<file path="config.mk">
export PLATFORM = sky130hd
export DESIGN_NAME = poly_stream_encoder
export DESIGN_NICKNAME = d
export VERILOG_FILES = /design/src/rtl/poly_stream_encoder.sv
export SDC_FILE = /design/constraint.sdc
export NUM_CORES = 1
export LEC_CHECK = 0
export ABC_CLOCK_PERIOD_IN_PS = 4600
export CORE_MARGIN = 4
export CORE_UTILIZATION = 35
export DETAILED_ROUTE_END_ITERATION = 10
export DONT_BUFFER_PORTS = 1
export GPL_TIMING_DRIVEN = 0
export PLACE_DENSITY = 0.48
export SETUP_SLACK_MARGIN = 0.1
export SYNTH_ARGS = -nofsm -noshare
export SYNTH_HDL_FRONTEND = slang
export SYNTH_SLANG_ARGS = --single-unit
</file>
<file path="constraint.sdc">
create_clock -name clk -period 4.6 [get_ports clk]
set_input_delay 1.38 -clock clk [delete_from_list [all_inputs] [get_ports clk]]
set_output_delay 1.38 -clock clk [all_outputs]
set_load 0.02 [all_outputs]
</file>
<file path="src/rtl/poly_stream_encoder.sv">
// Streaming packer: scales input words into polynomial coefficients, then holds one frame for downstream.
// Optional build macro ENC_MOD_REDUCE_EN: a single conditional subtract of Q on each stored coefficient.
module poly_stream_encoder #(
  parameter int POLY_SIZE    = 16,
  parameter int INPUT_WIDTH  = 16,
  parameter int SCALE_FACTOR = 2,
  parameter int Q            = 132097
) (
  input  logic                                             clk,
  input  logic                                             reset,
  input  logic                                             in_valid,
  output logic                                             in_ready,
  input  logic [INPUT_WIDTH-1:0]                           in_data,
  input  logic                                             in_last,
  output logic                                             out_valid,
  input  logic                                             out_ready,
  output logic [(INPUT_WIDTH+SCALE_FACTOR)*POLY_SIZE-1:0]  poly_coeff,
  output logic [$clog2(POLY_SIZE+1)-1:0]                   out_count,
  output logic                                             o_dbg_state
);

  localparam int CW   = INPUT_WIDTH + SCALE_FACTOR;
  localparam int IW   = $clog2(POLY_SIZE);
  localparam int CNTW = $clog2(POLY_SIZE+1);
  localparam logic [IW-1:0] LAST_IDX = IW'(POLY_SIZE - 1);

  // Handshakes: a word moves when in_valid & in_ready at a rising edge; a frame
  // moves when out_valid & out_ready. in_ready and out_valid are never both high.
  typedef enum logic {S_FILL = 1'b0, S_HOLD = 1'b1} state_t;

  state_t            r_state;
  state_t            w_state_nxt;
  logic [IW-1:0]     r_idx;
  logic [CNTW-1:0]   r_count;
  logic [CW-1:0]     r_coeff [POLY_SIZE];

  logic              w_in_hs;
  logic              w_out_hs;
  logic              w_close;
  logic [CW-1:0]     w_scaled;
  logic [CW-1:0]     w_store;

  assign w_in_hs  = in_valid & in_ready;
  assign w_out_hs = out_valid & out_ready;
  assign w_close  = w_in_hs & (in_last | (r_idx == LAST_IDX));
  assign w_scaled = CW'(in_data) << SCALE_FACTOR;

`ifdef ENC_MOD_REDUCE_EN
  localparam logic [CW-1:0] Q_VAL = CW'(Q);
  assign w_store = (w_scaled >= Q_VAL) ? (w_scaled - Q_VAL) : w_scaled;
`else
  logic w_unused_q;
  assign w_unused_q = |Q;
  assign w_store    = w_scaled;
`endif

  always_comb begin
    w_state_nxt = r_state;
    in_ready    = 1'b0;
    out_valid   = 1'b0;
    case (r_state)
      S_FILL: begin
        in_ready = 1'b1;
        if (w_close) w_state_nxt = S_HOLD;
      end
      S_HOLD: begin
        out_valid = 1'b1;
        if (out_ready) w_state_nxt = S_FILL;
      end
      default: w_state_nxt = S_FILL;
    endcase
  end

  // The index stays on the closing slot so it never leaves 0..POLY_SIZE-1.
  always_ff @(posedge clk) begin
    if (reset) begin
      r_state <= S_FILL;
      r_idx   <= '0;
      r_count <= '0;
      for (int i = 0; i < POLY_SIZE; i++) r_coeff[i] <= '0;
    end else begin
      r_state <= w_state_nxt;
      if (w_out_hs) begin
        r_idx   <= '0;
        r_count <= '0;
        for (int i = 0; i < POLY_SIZE; i++) r_coeff[i] <= '0;
      end else if (w_in_hs) begin
        r_coeff[r_idx] <= w_store;
        if (w_close) r_count <= CNTW'(r_idx) + CNTW'(1);
        else         r_idx   <= r_idx + IW'(1);
      end
    end
  end

  for (genvar g = 0; g < POLY_SIZE; g++) begin : g_pack
    assign poly_coeff[g*CW +: CW] = r_coeff[g];
  end

  assign out_count   = r_count;
  assign o_dbg_state = r_state;

endmodule

</file>
; Yosys cells after proc, flatten, opt, wreduce, memory -nomap -nowiden
; Memories as Yosys holds them, arrays and structs flattened.
; Cells that the tools add are included.
; Widths: inputs -> output; s select.
[word_totals]
reg_bits = 10
ramBits = 256
inputBits = 21
out_inout_bits = 296
elab_cells = 66
n_memories = 1
[mem_list]
columns = memory, depth, word_bits, read_ports, rd_clocked_by_memory_dff, wr, line_no
row1 = r_coeff, 16, 16, 16, 0, 16, 35  ; logic [CW-1:0] r_coeff [POLY_SIZE];
[op_classes]
addsub = 2
eq_ne = 1
n_mux = 33
bitwise = 22
n_reduce_logical = 4
[ops]
columns = op, n
row1 = $mux 16, 17
row2 = $or 1x1->1, 17
row3 = $reduce_or 16->1, 1
row4 = $mux 1, 14
row5 = $add 4x1->5 const B, 1
row6 = $add 4x1->4 const B, 1
row7 = $eq 4x4->1 const B, 1
row8 = $mux 4, 1
row9 = $reduce_and 2->1, 2
row10 = $and 1x1->1, 3
row11 = $not 1->1, 2
row12 = $pmux 1 s2, 1
row13 = $reduce_or 2->1, 1

; Logic depth before layout (Yosys ltp)
[logic_depth]
word_depth = 8
depth_mapped = 6

; Worst setup path before layout
; Ideal clock, no wire load.
[synth_timing]
path_kind = in2reg
startpoint = input port reset
endpoint = memory r_coeff[14][0] (netlist name), enable pin
setup_ns = 0.411
arrival_ns = 2.829
t_required_ns = 4.189
path_slack_ns = 1.360
cell_stages = 2
path_buffers = 0
cell_sequence = nand4bb_1 > o21ai_0
[synth_lines]
columns = item, line_no
row1 = start: declaration, 10  ; input logic reset,
row2 = end: declaration, 35

==> flow_summary_export.csv <==
group,metric,value,unit
global_route,groute.usage.overall,16.4,%
die,placement_rows,63,
sta,max_slew.worst_pin.slew,1.00,ns
finish,num_antenna_cells,0,
global_route,grt_antenna_before_repair,0,
place,number_of_instances_in_the_placed_design,1111,
route,antenna_left,0,
clock_tree,htree_levels,1,
yosys,netlist.area_leader.share,72.9,%
yosys,synthesis.instances,688,
die,die_width,182,um
sta,grt_setup_unrepaired,"false",
hold_path,hold_path_class,"reg -> reg",
clock_tree,cts_hold_repair_buffers,0,
power,power_density,454,nW/um^2
worst_setup_path,critical_path.endpoint,"r_coeff[15][14]",
route,num_vias,5402,
clock_tree,cts_resized,0,
sta,fin_ws,1.41,ns
clock_tree,cts_num_sinks,266,
yosys,synthDominantAreaCellType,"edfxtp_1",
worst_setup_path,timing.rr.start,"o_dbg_state",
route,routed_wire_length_per_instance,24.1,um
power,cellLeakagePower,4.69,nW
sta,finalMaxSlewViolations,0,
sta,hold_violation_count_in_the_final_report,0,
flow_run,cap_violations,0,
die,initial_utilization,35.5,%
yosys,synth-async-reset-ratio,0,%
sta,layout_min_cycle_time,3.19,ns
finish,post_route_cells_drive_above_1_share,14.8,%
clock_tree,cts_tree,"done",
worst_setup_path,critical_path.max_stage_delay,0.77,ns
worst_setup_path,worstRegToRegCells,3,
worst_setup_path,timing.critical_path.arrival,3.29,ns
finish,area_delta_synth_final,14.8,%
power,peakVddDrop,0.000238,V
clock_tree,clockBufferDepth,3,
yosys,yosys_most_used_dff,"edfxtp_1",
worst_setup_path,worst-path-stages,3,
worst_setup_path,critical_path.startpoint_type,"primary input",
worst_setup_path,setup.reg_to_reg.worst_slack,1.70,ns
die,num_io_pins,317,
clock_tree,cts_root_buf,"clkbuf_16",
yosys,ys.warnings.count,0,
sta,worst_clock_skew,0.0145,ns
place,port_buffers,0,
hold_path,worstHoldStart,"r_idx[1]",
sta,total_neg_setup_slack,0,ns
place,dpl.hpwl,20100,um
yosys,synth_edf_count,256,
sta,timing.final.crit_share,69.3,%
worst_setup_path,timing.critical_path.max_delay_family,"compound AO/OA/AOI/OAI gates",
die,die_outline_area,33000,sq um
global_route,grt_overflow_total,0,
route,drt-pass1-iter-count,4,
worst_setup_path,worstPathMaxFanout,16,
sta,maxSlewHeadroom,33.2,%
clock_tree,cts-buffers-inserted,28,
place,placement.setup.worst_slack,0.687,ns
yosys,synthesis.area,10500,sq um
finish,final_net_count,777,
worst_setup_path,criticalPathCategory,"in -> reg",
clock_tree,clkLatencyLatePin,0.53,ns
yosys,syn-mean-instance-area,15.3,sq um
yosys,sequential_fraction_of_the_synthesis_area,74.8,%
worst_setup_path,path_cells,"a21oi_1 > clkbuf_1 > nand2_1",
sta,fin_hold_ws,0.563,ns
die,die_height,182,um
global_route,vias_in_the_first_global_route,5468,
route,finalWirelength,28100,um
yosys,synth.distinct_cells,34,
worst_setup_path,startpoint,"out_ready",
sta,max_freq,0.314,GHz
finish,layout_common_cells,"and2_1, edfxtp_1, buf_4",
yosys,postSynthRegisterBits,266,
clock_tree,clk_transition_reported_paths,0.06,ns
global_route,grt_max_degree,17,
worst_setup_path,worst_setup_path_end_kind,"flip-flop",
route,drc,0,
worst_setup_path,regToRegEndpoint,"r_coeff[15][14]",
worst_setup_path,worst_path_max_delay_cell,"a21oi_1",
clock_tree,post_cts.repair.setup_buffers,0,
yosys,synth_top_cells_by_area,"edfxtp_1, and2_1, buf_4, dfxtp_1, buf_2",
worst_setup_path,cp_data_required_time,4.70,ns
die,design.core.area,29700,sq um
finish,finish.cell_count_without_fillers,1162,
run_status,run_status,"finished, final reports clean",
place,final_wtd_congestion,0.779,
route,number_of_vias_per_cell,4.65,
sta,report.final.setup_viol,0,
worst_setup_path,worst-path-buf-inv,1,
global_route,grt_first_pass_wirelength,40200,um
route,dr.first_iter.drc_count,370,
## area by class of cell
cell class              count  area [sq um]
fillers                  2726         17600
flip-flops and latches    266          7890
multi-input cells         368          2290
clock buffers              33           741
well taps                 390           488
plain buffers              80           467
clock inverters            18           201
inverters                   5          18.8
repair buffers              2          15.0
## through the flow
step	total power, mW	utilization [%]	cell area, sq um
global placement	3.24	37.5	11100
detailed placement	3.25	37.6	11200
floorplan	3.14	-	10700
finish	5.50	40.7	12100
CTS	5.55	40.7	12100
global route	5.67	40.7	12100
## cell usage after synthesis, types with 5 or more instances
master    number
o21ai_0        7
ha_1           5
and2_1       256
and3_1         9
clkbuf_1      19
inv_1          5
edfxtp_1     256
buf_4         36
buf_2         22
nor2_1         6
dfxtp_1       10
nand2b_1       9
a21oi_1        8
## how the worst min path moves through the flow
stage	cells past startpoint	slack, ns	end
global placement	2	0.55	r_idx[1]
CTS	2	0.57	r_idx[1]
floorplan	2	0.52	r_idx[1]
finish	2	0.56	r_idx[1]
global route	2	0.60	r_idx[1]
detailed placement	2	0.56	r_idx[1]
## layer usage
| metal | global-route usage [%] | routed length (um) |
|---|---|---|
| met1 | 19.9 | 10900 |
| met2 | 29.0 | 14400 |
| met3 | 4.65 | 2180 |
| met4 | 3.75 | 539 |
| met5 | 0 | 0 |
## where the power goes
part           switching, mW  total (mW)  internal, mW  leakage [nW]
clock network          0.930        2.30          1.37         0.445
registers              0.217        3.00          2.78          2.75
logic                  0.148       0.190        0.0418          1.49
## cells by family (layout without fill, tap and decap cells)
group,Yosys count,in the layout,synth area share [%]
other cells,1,32,0.0356
simple gates,303,303,18.2
fa+ha+maj,5,5,0.593
flops,266,266,74.8
xor+xnor,2,2,0.166
compound gates,26,26,1.55
buf+inv,85,138,4.60
## worst min-delay path: stages, from the launching register on
cell	delay [ns]
dfxtp_1	0.36
o21ai_0	0.09
a21oi_1	0.06
## state kept, by name, indices dropped and copies added, names as in the netlist
| name | flops |
|---|---|
| r_coeff | 256 |
| o_dbg_state | 1 |
| r_idx | 4 |
| out_count | 5 |
Power figures use the tool's default switching activity.
